$ cat src/rtl/cache_fill_fsm.sv
// Cache block refill controller: issues WORDS pipelined word reads for a missing
// block, streams the returned words into the data array and writes the tag on the last word.
module cache_fill_fsm #(
    parameter int WORDS  = 8,
    parameter int ADDR_W = 16,
    parameter int DATA_W = 16,
    localparam int OFF_W = $clog2(WORDS),
    localparam int CNT_W = OFF_W + 1
) (
    input  logic              clk,
    input  logic              rst,
    input  logic              miss_detected,
    input  logic [ADDR_W-1:0] miss_address,
    input  logic              mem_grant,
    input  logic              mem_data_valid,
    input  logic [DATA_W-1:0] mem_data_in,
    output logic              mem_req,
    output logic [ADDR_W-1:0] mem_addr,
    output logic              fsm_busy,
    output logic              write_data_array,
    output logic [OFF_W-1:0]  word_offset,
    output logic [DATA_W-1:0] fill_data,
    output logic              write_tag_array,
    output logic              protocol_err
);

    typedef enum logic {IDLE, FILL} state_t;

    localparam logic [ADDR_W-1:0] BLOCK_MASK = ~ADDR_W'(2 * WORDS - 1);

    state_t            state_q, state_d;
    logic [CNT_W-1:0]  issue_cnt_q, issue_cnt_d;
    logic [CNT_W-1:0]  ret_cnt_q, ret_cnt_d;
    logic [ADDR_W-1:0] base_addr_q, base_addr_d;
    logic              protocol_err_q, protocol_err_d;

    logic in_fill;
    logic req_int;
    logic ret_ok;
    logic last_ret;

    assign in_fill  = (state_q == FILL);
    assign req_int  = in_fill && (issue_cnt_q < CNT_W'(WORDS));
    // A return is only legal while at least one read is outstanding.
    assign ret_ok   = in_fill && mem_data_valid && (issue_cnt_q > ret_cnt_q);
    assign last_ret = ret_ok && (ret_cnt_q == CNT_W'(WORDS - 1));

    always_ff @(posedge clk) begin
        if (rst) begin
            state_q        <= IDLE;
            issue_cnt_q    <= '0;
            ret_cnt_q      <= '0;
            base_addr_q    <= '0;
            protocol_err_q <= 1'b0;
        end else begin
            state_q        <= state_d;
            issue_cnt_q    <= issue_cnt_d;
            ret_cnt_q      <= ret_cnt_d;
            base_addr_q    <= base_addr_d;
            protocol_err_q <= protocol_err_d;
        end
    end

    always_comb begin
        state_d        = state_q;
        issue_cnt_d    = issue_cnt_q;
        ret_cnt_d      = ret_cnt_q;
        base_addr_d    = base_addr_q;
        protocol_err_d = protocol_err_q | (mem_data_valid & ~ret_ok);
        case (state_q)
            IDLE: begin
                if (miss_detected) begin
                    base_addr_d = miss_address & BLOCK_MASK;
                    issue_cnt_d = '0;
                    ret_cnt_d   = '0;
                    state_d     = FILL;
                end
            end
            FILL: begin
                // Issue and return sides advance independently, possibly in the same cycle.
                if (req_int && mem_grant) begin
                    issue_cnt_d = issue_cnt_q + CNT_W'(1);
                end
                if (ret_ok) begin
                    ret_cnt_d = ret_cnt_q + CNT_W'(1);
                end
                if (last_ret) begin
                    state_d = IDLE;
                end
            end
            default: state_d = IDLE;
        endcase
    end

    always_comb begin
        mem_req          = 1'b0;
        mem_addr         = '0;
        fsm_busy         = 1'b0;
        write_data_array = 1'b0;
        word_offset      = '0;
        fill_data        = '0;
        write_tag_array  = 1'b0;
        protocol_err     = 1'b0;
        // Everything is forced quiet while reset is held, whatever the state flops hold.
        if (!rst) begin
            fsm_busy         = in_fill;
            mem_req          = req_int;
            write_data_array = ret_ok;
            write_tag_array  = last_ret;
            protocol_err     = protocol_err_q;
            if (req_int) begin
                mem_addr = base_addr_q + (ADDR_W'(issue_cnt_q) << 1);
            end
            if (ret_ok) begin
                word_offset = ret_cnt_q[OFF_W-1:0];
                fill_data   = mem_data_in;
            end
        end
    end

endmodule

$ cat config.mk
export PLATFORM = sky130hd
export DESIGN_NAME = cache_fill_fsm
export DESIGN_NICKNAME = d
export VERILOG_FILES = /design/src/rtl/cache_fill_fsm.sv
export SDC_FILE = /design/constraint.sdc
export NUM_CORES = 1
export LEC_CHECK = 0
export CAP_MARGIN = 30
export CELL_PAD_IN_SITES_DETAIL_PLACEMENT = 1
export CELL_PAD_IN_SITES_GLOBAL_PLACEMENT = 1
export CORE_MARGIN = 2
export CORE_UTILIZATION = 27
export CTS_CLUSTER_SIZE = 20
export DETAILED_ROUTE_END_ITERATION = 10
export PLACE_DENSITY_LB_ADDON = 0.1
export SYNTH_ARGS = -nofsm -noshare
export SYNTH_HDL_FRONTEND = slang
export SYNTH_SLANG_ARGS = --single-unit
$ cat constraint.sdc
create_clock -name clk -period 2.32 [get_ports clk]
set_input_delay 0.464 -clock clk [delete_from_list [all_inputs] [get_ports clk]]
set_output_delay 0.464 -clock clk [all_outputs]
set_load 0.02 [all_outputs]
==> results of run 1 <==
-- per-layer routing --
layer	GRT usage (%)	up-vias	routed length, µm	share of wire [%]
met5	0	-	0	0
met4	4.29	0	48	0.91
met3	4.53	5	318	6.0
met2	32.2	53	2730	52
met1	20.0	775	2180	41
li1	-	845	-	-
-- cells in the final DEF, fill, tap and decap left out, drive strengths merged, types with 2 or more instances in the layout --
cell type	synthesis	final
nor3b	2	2
xnor2	4	4
inv	6	6
a21oi	17	17
nand4	2	2
nor2	16	16
o311ai	2	2
nor3	3	3
xor2	6	6
ha	8	8
nand2b	6	6
buf	8	64
clkdlybuf4s50	0	32
and2	23	23
dfxtp	22	22
or3	3	3
and3	5	5
nor2b	3	3
o211ai	2	2
dlygate4sd2	0	10
nand3	7	7
nand2	28	28
clkbuf	2	6
-- state kept, by name, summed over array words and instances (netlist names) --
signal and flops:
issue_cnt_q 4, ret_cnt_q 4, base_addr_q 12, protocol_err_q 1, in_fill 1
-- worst min-delay path by stage --
stage                                      start                           end  slack, ps  cells past startpoint
CTS                 base_addr_q[15]$_SDFFE_PP0P_  base_addr_q[15]$_SDFFE_PP0P_        480                      2
detailed placement  base_addr_q[15]$_SDFFE_PP0P_  base_addr_q[15]$_SDFFE_PP0P_        470                      2
global route        base_addr_q[15]$_SDFFE_PP0P_  base_addr_q[15]$_SDFFE_PP0P_        500                      2
global placement     base_addr_q[4]$_SDFFE_PP0P_   base_addr_q[4]$_SDFFE_PP0P_        460                      2
floorplan            base_addr_q[4]$_SDFFE_PP0P_   base_addr_q[4]$_SDFFE_PP0P_        440                      2
finish              base_addr_q[15]$_SDFFE_PP0P_  base_addr_q[15]$_SDFFE_PP0P_        480                      2
-- cell type report --
| type | count | area (µm²) | area share, % |
|---|---|---|---|
| repair buffers | 110 | 1020 | 37.4 |
| inverters | 6 | 22.5 | 0.828 |
| flip-flops and latches | 22 | 444 | 16.3 |
| multi-input cells | 152 | 1110 | 40.7 |
| well taps | 70 | 87.6 | 3.22 |
| clock buffers | 3 | 41.3 | 1.52 |
-- power breakdown --
group	internal, W	switching, W	leakage (nW)
clock network	0.000116	0.000122	0.0216
registers	0.000394	0.0000157	0.181
logic	0.000108	0.0000830	0.998
total	0.000618	0.000221	1.20
-- per-stage QoR --
stage	hold slack (ps)	total power, W	TNS (ps)	util (%)
2_1_floorplan	440	0.000489	0	-
3_3_place_gp	455	0.000599	-11640	47.6
3_5_place_dp	468	0.000603	-12600	47.6
4_1_cts	479	0.000852	-1730	52.5
5_1_grt	504	0.000881	-3020	52.9
6_report	475	0.000839	-1680	52.9
-- critical path, delay by kind of cell (launching register included) --
family,cells,cell delay [ps]
buffers and inverters,4,440
adder cells (fa/ha/maj),1,260
AO/OA/AOI/OAI,2,370
AND/OR/NAND/NOR,2,330
flip-flops,1,340
-- synthesized netlist by cell type (2+ instances only) --
master	instances	area [µm²]
a21oi_1	16	80.1
and2_1	23	144
and3_1	5	31.3
buf_2	6	30.0
buf_4	2	15.0
clkbuf_1	2	7.51
dfxtp_1	22	440
ha_1	8	100
inv_1	4	15.0
inv_2	2	7.51
nand2_1	28	105
nand2b_1	6	37.5
nand3_1	7	35.0
nand4_1	2	12.5
nor2_1	16	60.1
nor2b_1	3	18.8
nor3_1	3	15.0
o311ai_1	2	17.5
or3_1	3	18.8
xnor2_1	4	35.0
xor2_1	6	52.6
-- timing repair --
| item | in CTS | in global routing |
|---|---|---|
| resized for setup | 200 | 16 |
| hold buffers | 0 | 0 |
| cloned | 2 | 0 |
| pin swaps | 26 | 4 |
| setup buffers | 3 | 4 |
| setup endpoints to repair | 39 | 28 |
-- cells by family after synthesis --
| kind of cell | after synthesis | share of synthesized area [%] |
|---|---|---|
| AO/OA/AOI/OAI | 29 | 13.4 |
| buffers and inverters | 16 | 5.16 |
| XOR/XNOR | 10 | 6.02 |
| AND/OR/NAND/NOR | 102 | 36.5 |
| adder cells (fa/ha/maj) | 8 | 6.88 |
| multiplexers | 2 | 1.46 |
| other | 1 | 0.258 |
| flip-flops | 22 | 30.3 |
==> reports/metrics.cfg, run 1 <==
[route]
ant_nets = 0
drc_errors = 0
wl_mm = 5.28
drt_iter0_markers = 95
dr_total_vias = 1678
wl_per_cell_um = 14.5
drt_first_pass_iters = 4
vias_per_cell = 4.62

[yosys]
synthArstFlopShare_pct = 0
ys_ff_latch = 22
avgSynthCellArea_um2 = 7.65
synth_edf_count = 0
yosys_warnings = 0
syn_area_um2 = 1450
synthFlopType = dfxtp_1
syn_inst = 190
synth_cell_type_count = 41
synth_seq_area_share_pct = 30.3
syn_nets = 235

[die]
io_pins = 77
die_y_um = 77.4
die_w_um = 77.4
die_area_um2 = 5990
core_area_um2 = 5140
rows = 26
initial_core_util_pct = 28.3

[clock_tree]
clk_latency_ps = 260
cts_buffers = 3
cts_tree = built
clock-sinks = 22
clk_pin_slew_ps = 80
root_buffer = clkbuf_8
htree_levels = 1
cts_buffer_depth = 2

[place]
dpl_cell_area_um2 = 2440
place.port_buffers = 71
placed_cells = 352
place_ws_ps = -389
gp_congestion = 0.809
hpwl_mm = 3.83

[run_status]
status = complete, but fails checks
failed_checks = setup timing

[worst_setup_path]
r2r_end = ret_cnt_q[2]$_SDFFE_PP0P_
max_stage_delay_ps = 340
arrival_ps = 2000
crit_fanout = 6
critPathMostFrequentCell = buf_6
r2r_setup_slack_ps = 380
r2r_cells = 9
cp-endpoint = write_tag_array
endpoint_kind = output pin
critPathSlowestCell = dfxtp_2
cp.required_ps = 1860
crit_chain = inv_2 > ha_4 > and2b_1 > o211ai_2 > a211oi_4 > buf_6 > buf_6 > and3_4 > buf_6
r2r_start = issue_cnt_q[1]$_SDFFE_PP0P_
path_class = reg2out
crit_start = ret_cnt_q[1]$_SDFFE_PP0P_
worstSetupStartpointType = flip-flop

[global_routing]
grt_pass1_vias = 1760
track_usage_pct = 17.5
grt_max_degree = 23
antenna_found_initial = 0
grt_pass1_wl_mm = 8.25
gr-total-overflow = 0

[pwr]
p_per_area_nw_per_um2 = 309
ir_worst_vdd_mv = 0.276
p_leak_nw = 1.20

[sta]
setup_ws_ps = -140
fin_crit_sh_pct = 106
clock-skew-final_ps = 1.83
max_freq_mhz = 407
drv_slew = 0
hold_violations = 0
setup-violations-final = 21
period_minus_slack_ps = 2460
rsz0062_at_grt = true

[job]
maxCapViolCount = 0

[finish]
antenna_cells_inserted = 0
nFillCells = 655
fin_nets = 340
area_growth_syn_to_layout_pct = 87.0
post-route-cell-area_um2 = 2720
drive_gt1_share_pct = 38.6
final_cell_count_no_fill = 363

[worst_hold_path]
hold_path_class = reg2reg

(Power assumes the default switching activity.)
==> run 2: changes to the inputs <==
Settings changed: ABC_AREA from default to 0, CORE_UTILIZATION 27 to 29.
Clock period 2.32 ns to 3 ns, I/O delays scaled along.
==> run 2 against run 1 <==
The flow now finishes without violations. Sequential cell count stayed put. Combinational power fell by 34%. Final area down 18%. Via count down 6.0%. Critical path type is now in2out. Largest power group unchanged. Highest routed layer unchanged.
==> reports/metrics.cfg, run 2 (synthesized netlist as in run 1, its figures left out) <==
[global_routing]
grt_pass1_wl_mm = 7.20  ; was 8.25 mm
antenna_found_initial = 0  ; unchanged
grt_max_degree = 22  ; was 23
track_usage_pct = 16.8  ; was 17.5%
grt_pass1_vias = 1520  ; was 1760
gr-total-overflow = 0  ; unchanged

[pwr]
p_sw_share_pct = 24.3  ; was 26.4%
seqPwrFrac_pct = 43.4  ; was 48.8%
p_int_w = 0.000554  ; was 0.000618 W
p_leak_nw = 0.993  ; was 1.20 nW
power.share.combinational_pct = 17.4  ; was 22.8%
p_per_area_nw_per_um2 = 328  ; was 309 nW/µm²
power.clock.fraction_pct = 39.2  ; was 28.4%
p_sw_w = 0.000178  ; was 0.000221 W
ir_worst_vdd_mv = 0.187  ; was 0.276 mV

[die]
die_area_um2 = 5600  ; was 5990 µm²
io_pins = 77  ; unchanged
initial_core_util_pct = 30.4  ; was 28.3%
core_area_um2 = 4790  ; was 5140 µm²
die_w_um = 74.8  ; was 77.4 µm
die_y_um = 74.8  ; was 77.4 µm
rows = 25  ; was 26

[place]
gp_congestion = 0.837  ; was 0.809
place_ws_ps = -40.9  ; was -389 ps
hpwl_mm = 3.60  ; was 3.83 mm
place.port_buffers = 71  ; unchanged
dpl_cell_area_um2 = 2270  ; was 2440 µm²

[clock_tree]
cts_buffer_depth = 2  ; unchanged
cts_buffers = 3  ; unchanged
cts_tree = built  ; unchanged
clk_latency_ps = 270  ; was 260 ps
root_buffer = clkbuf_8  ; unchanged
clk_pin_slew_ps = 90  ; was 80 ps
clock-sinks = 22  ; unchanged
htree_levels = 1  ; unchanged

[sta]
whs_ps = 468  ; was 475 ps
setup-violations-final = 0  ; was 21
max_freq_mhz = 344
clock-skew-final_ps = 2.55  ; was 1.83 ps
setup_ws_ps = 94.3  ; was -140 ps
rsz0062_at_grt = false  ; was true
hold_violations = 0  ; unchanged
period_minus_slack_ps = 2910
max_slew_margin_pct = 55.3
tightest_slew_ps = 669
fin_crit_sh_pct = 96.9
drv_slew = 0  ; unchanged
fin_setup_tns_ps = 0  ; was -1680 ps

[job]
maxCapViolCount = 0  ; unchanged

[finish]
seq_area_um2 = 440  ; was 444 µm²
fin_nets = 311  ; was 340
nFillCells = 610  ; was 655
largest_reg_flops = 12  ; unchanged
multi_input_area_um2 = 940  ; was 1110 µm²
regMostFlops = base_addr_q  ; unchanged
antenna_cells_inserted = 0  ; unchanged
top_regs = base_addr_q (12), issue_cnt_q (4), ret_cnt_q (4)  ; unchanged
layout_commonest_cell = clkdlybuf4s50_1  ; was buf_4
post-route-cell-area_um2 = 2230  ; was 2720 µm²
area_growth_syn_to_layout_pct = 53.4  ; was 87.0%
layout_common_cells = 37 x clkdlybuf4s50_1, 28 x nand2_1, 23 x and2_1, 22 x dfxtp_1, 20 x clkbuf_2  ; was 34 x buf_4, 32 x clkdlybuf4s50_1, 28 x nand2_1, 26 x buf_6
drive_gt1_share_pct = 15.5  ; was 38.6%

[worst_setup_path]
r2r_setup_slack_ps = 940  ; was 380 ps
crit_fanout = 6  ; unchanged
r2r_cells = 7  ; was 9
r2r_end = ret_cnt_q[0]$_SDFFE_PP0P_  ; was ret_cnt_q[2]$_SDFFE_PP0P_
cp.required_ps = 2400  ; was 1860 ps
crit_chain = clkdlybuf4s50_1 > nand2b_1 > inv_2 > nand2b_1 > nor2_1 > clkdlybuf4s50_1  ; was inv_2 > ha_4 > and2b_1 > o211ai_2 > a211oi_4 > buf_6 > buf_6 > and3_4 > buf_6
r2r_start = ret_cnt_q[2]$_SDFFE_PP0P_  ; was issue_cnt_q[1]$_SDFFE_PP0P_
endpoint_kind = output pin  ; unchanged
max_stage_delay_ps = 620  ; was 340 ps
worstSetupStartpointType = primary input  ; was flip-flop
arrival_ps = 2310  ; was 2000 ps
critical_path.top_delay_family = buffers and inverters  ; unchanged
path_class = in2out  ; was reg2out
crit_buf_inv = 3  ; was 4
critPathSlowestCell = clkdlybuf4s50_1  ; was dfxtp_2

[worst_hold_path]
holdPathStages = 2  ; unchanged
hold_path_class = reg2reg  ; unchanged
hp-start = base_addr_q[4]$_SDFFE_PP0P_  ; was base_addr_q[15]$_SDFFE_PP0P_
holdPathEnd = base_addr_q[4]$_SDFFE_PP0P_  ; was base_addr_q[15]$_SDFFE_PP0P_

[route]
dr_total_vias = 1577  ; was 1678
drc_errors = 0  ; unchanged
drt_first_pass_iters = 4  ; unchanged
wl_mm = 4.72  ; was 5.28 mm
ant_nets = 0  ; unchanged
vias_per_cell = 4.75  ; was 4.62
wl_per_cell_um = 14.2  ; was 14.5 µm
drt_iter0_markers = 56  ; was 95

[run_status]
status = complete, no violations  ; was complete, but fails checks

-- run 2: cell types whose count changed in the layout (fill, tap and decap cells not counted), moves of 5 or more --
| cell | delta |
|---|---|
| ha_1 | +5 |
| clkdlybuf4s50_1 | +5 |
| and2_1 | +19 |
| and2_4 | -19 |
| buf_4 | -25 |
| buf_6 | -25 |
| clkbuf_2 | +17 |
| ha_4 | -5 |
-- run 2: power by group through the flow --
stage          Clock [W]  Combinational [W]  Sequential [W]
2_1_floorplan          0          0.0000579        0.000320
3_3_place_gp           0           0.000128        0.000324
3_5_place_dp           0           0.000131        0.000324
4_1_cts         0.000293           0.000130        0.000318
5_1_grt         0.000307           0.000140        0.000320
6_report        0.000287           0.000127        0.000318
-- run 2: per-layer routing --
metal / track usage, % / wire length, µm / part of all wire (%)
met1: 20.7 / 2130 / 45
met3: 3.61 / 344 / 7.3
met2: 29.8 / 2200 / 47
met5: 0 / 0 / 0
met4: 4.56 / 40 / 0.85
-- run 2: tightest hold or removal path, stage by stage (launching register included) --
cell	delay, ps
dfxtp_1	320
nand2_1	50
a21oi_1	50
-- run 2: cell type report --
class	instances	share of cell area (%)
well taps	67	3.76
inverters	6	1.01
multi-input cells	152	42.1
clock inverters	1	1.35
repair buffers	81	30.1
flip-flops and latches	22	19.8
clock buffers	3	1.85
-- run 2: through the flow --
step	instances	power, W	utilization, %
floorplan	190	0.000378	-
global placement	328	0.000452	47.5
finish	332	0.000732	46.6
detailed placement	328	0.000455	47.5
global route	332	0.000767	46.6
CTS	332	0.000740	48.1
-- run 2: how the worst max path moves through the flow --
stage | start | to | slack, ps | cells past startpoint
final | rst | mem_addr[15] | 90 | 6
after global routing | rst | mem_addr[15] | 1 | 6
after CTS | ret_cnt_q[2]$_SDFFE_PP0P_ | write_tag_array | 30 | 8
after detailed placement | rst | mem_addr[6] | -40 | 7
after global placement | rst | mem_addr[6] | -40 | 7
after floorplan | ret_cnt_q[3]$_SDFFE_PP0P_ | fill_data[10] | 810 | 7
-- run 2: repair_timing --
action	4_1_cts	5_1_grt
gates resized for setup	35	41
pin swaps	0	0
hold buffers	0	0
buffers inserted	0	0
setup endpoints to repair	34	21
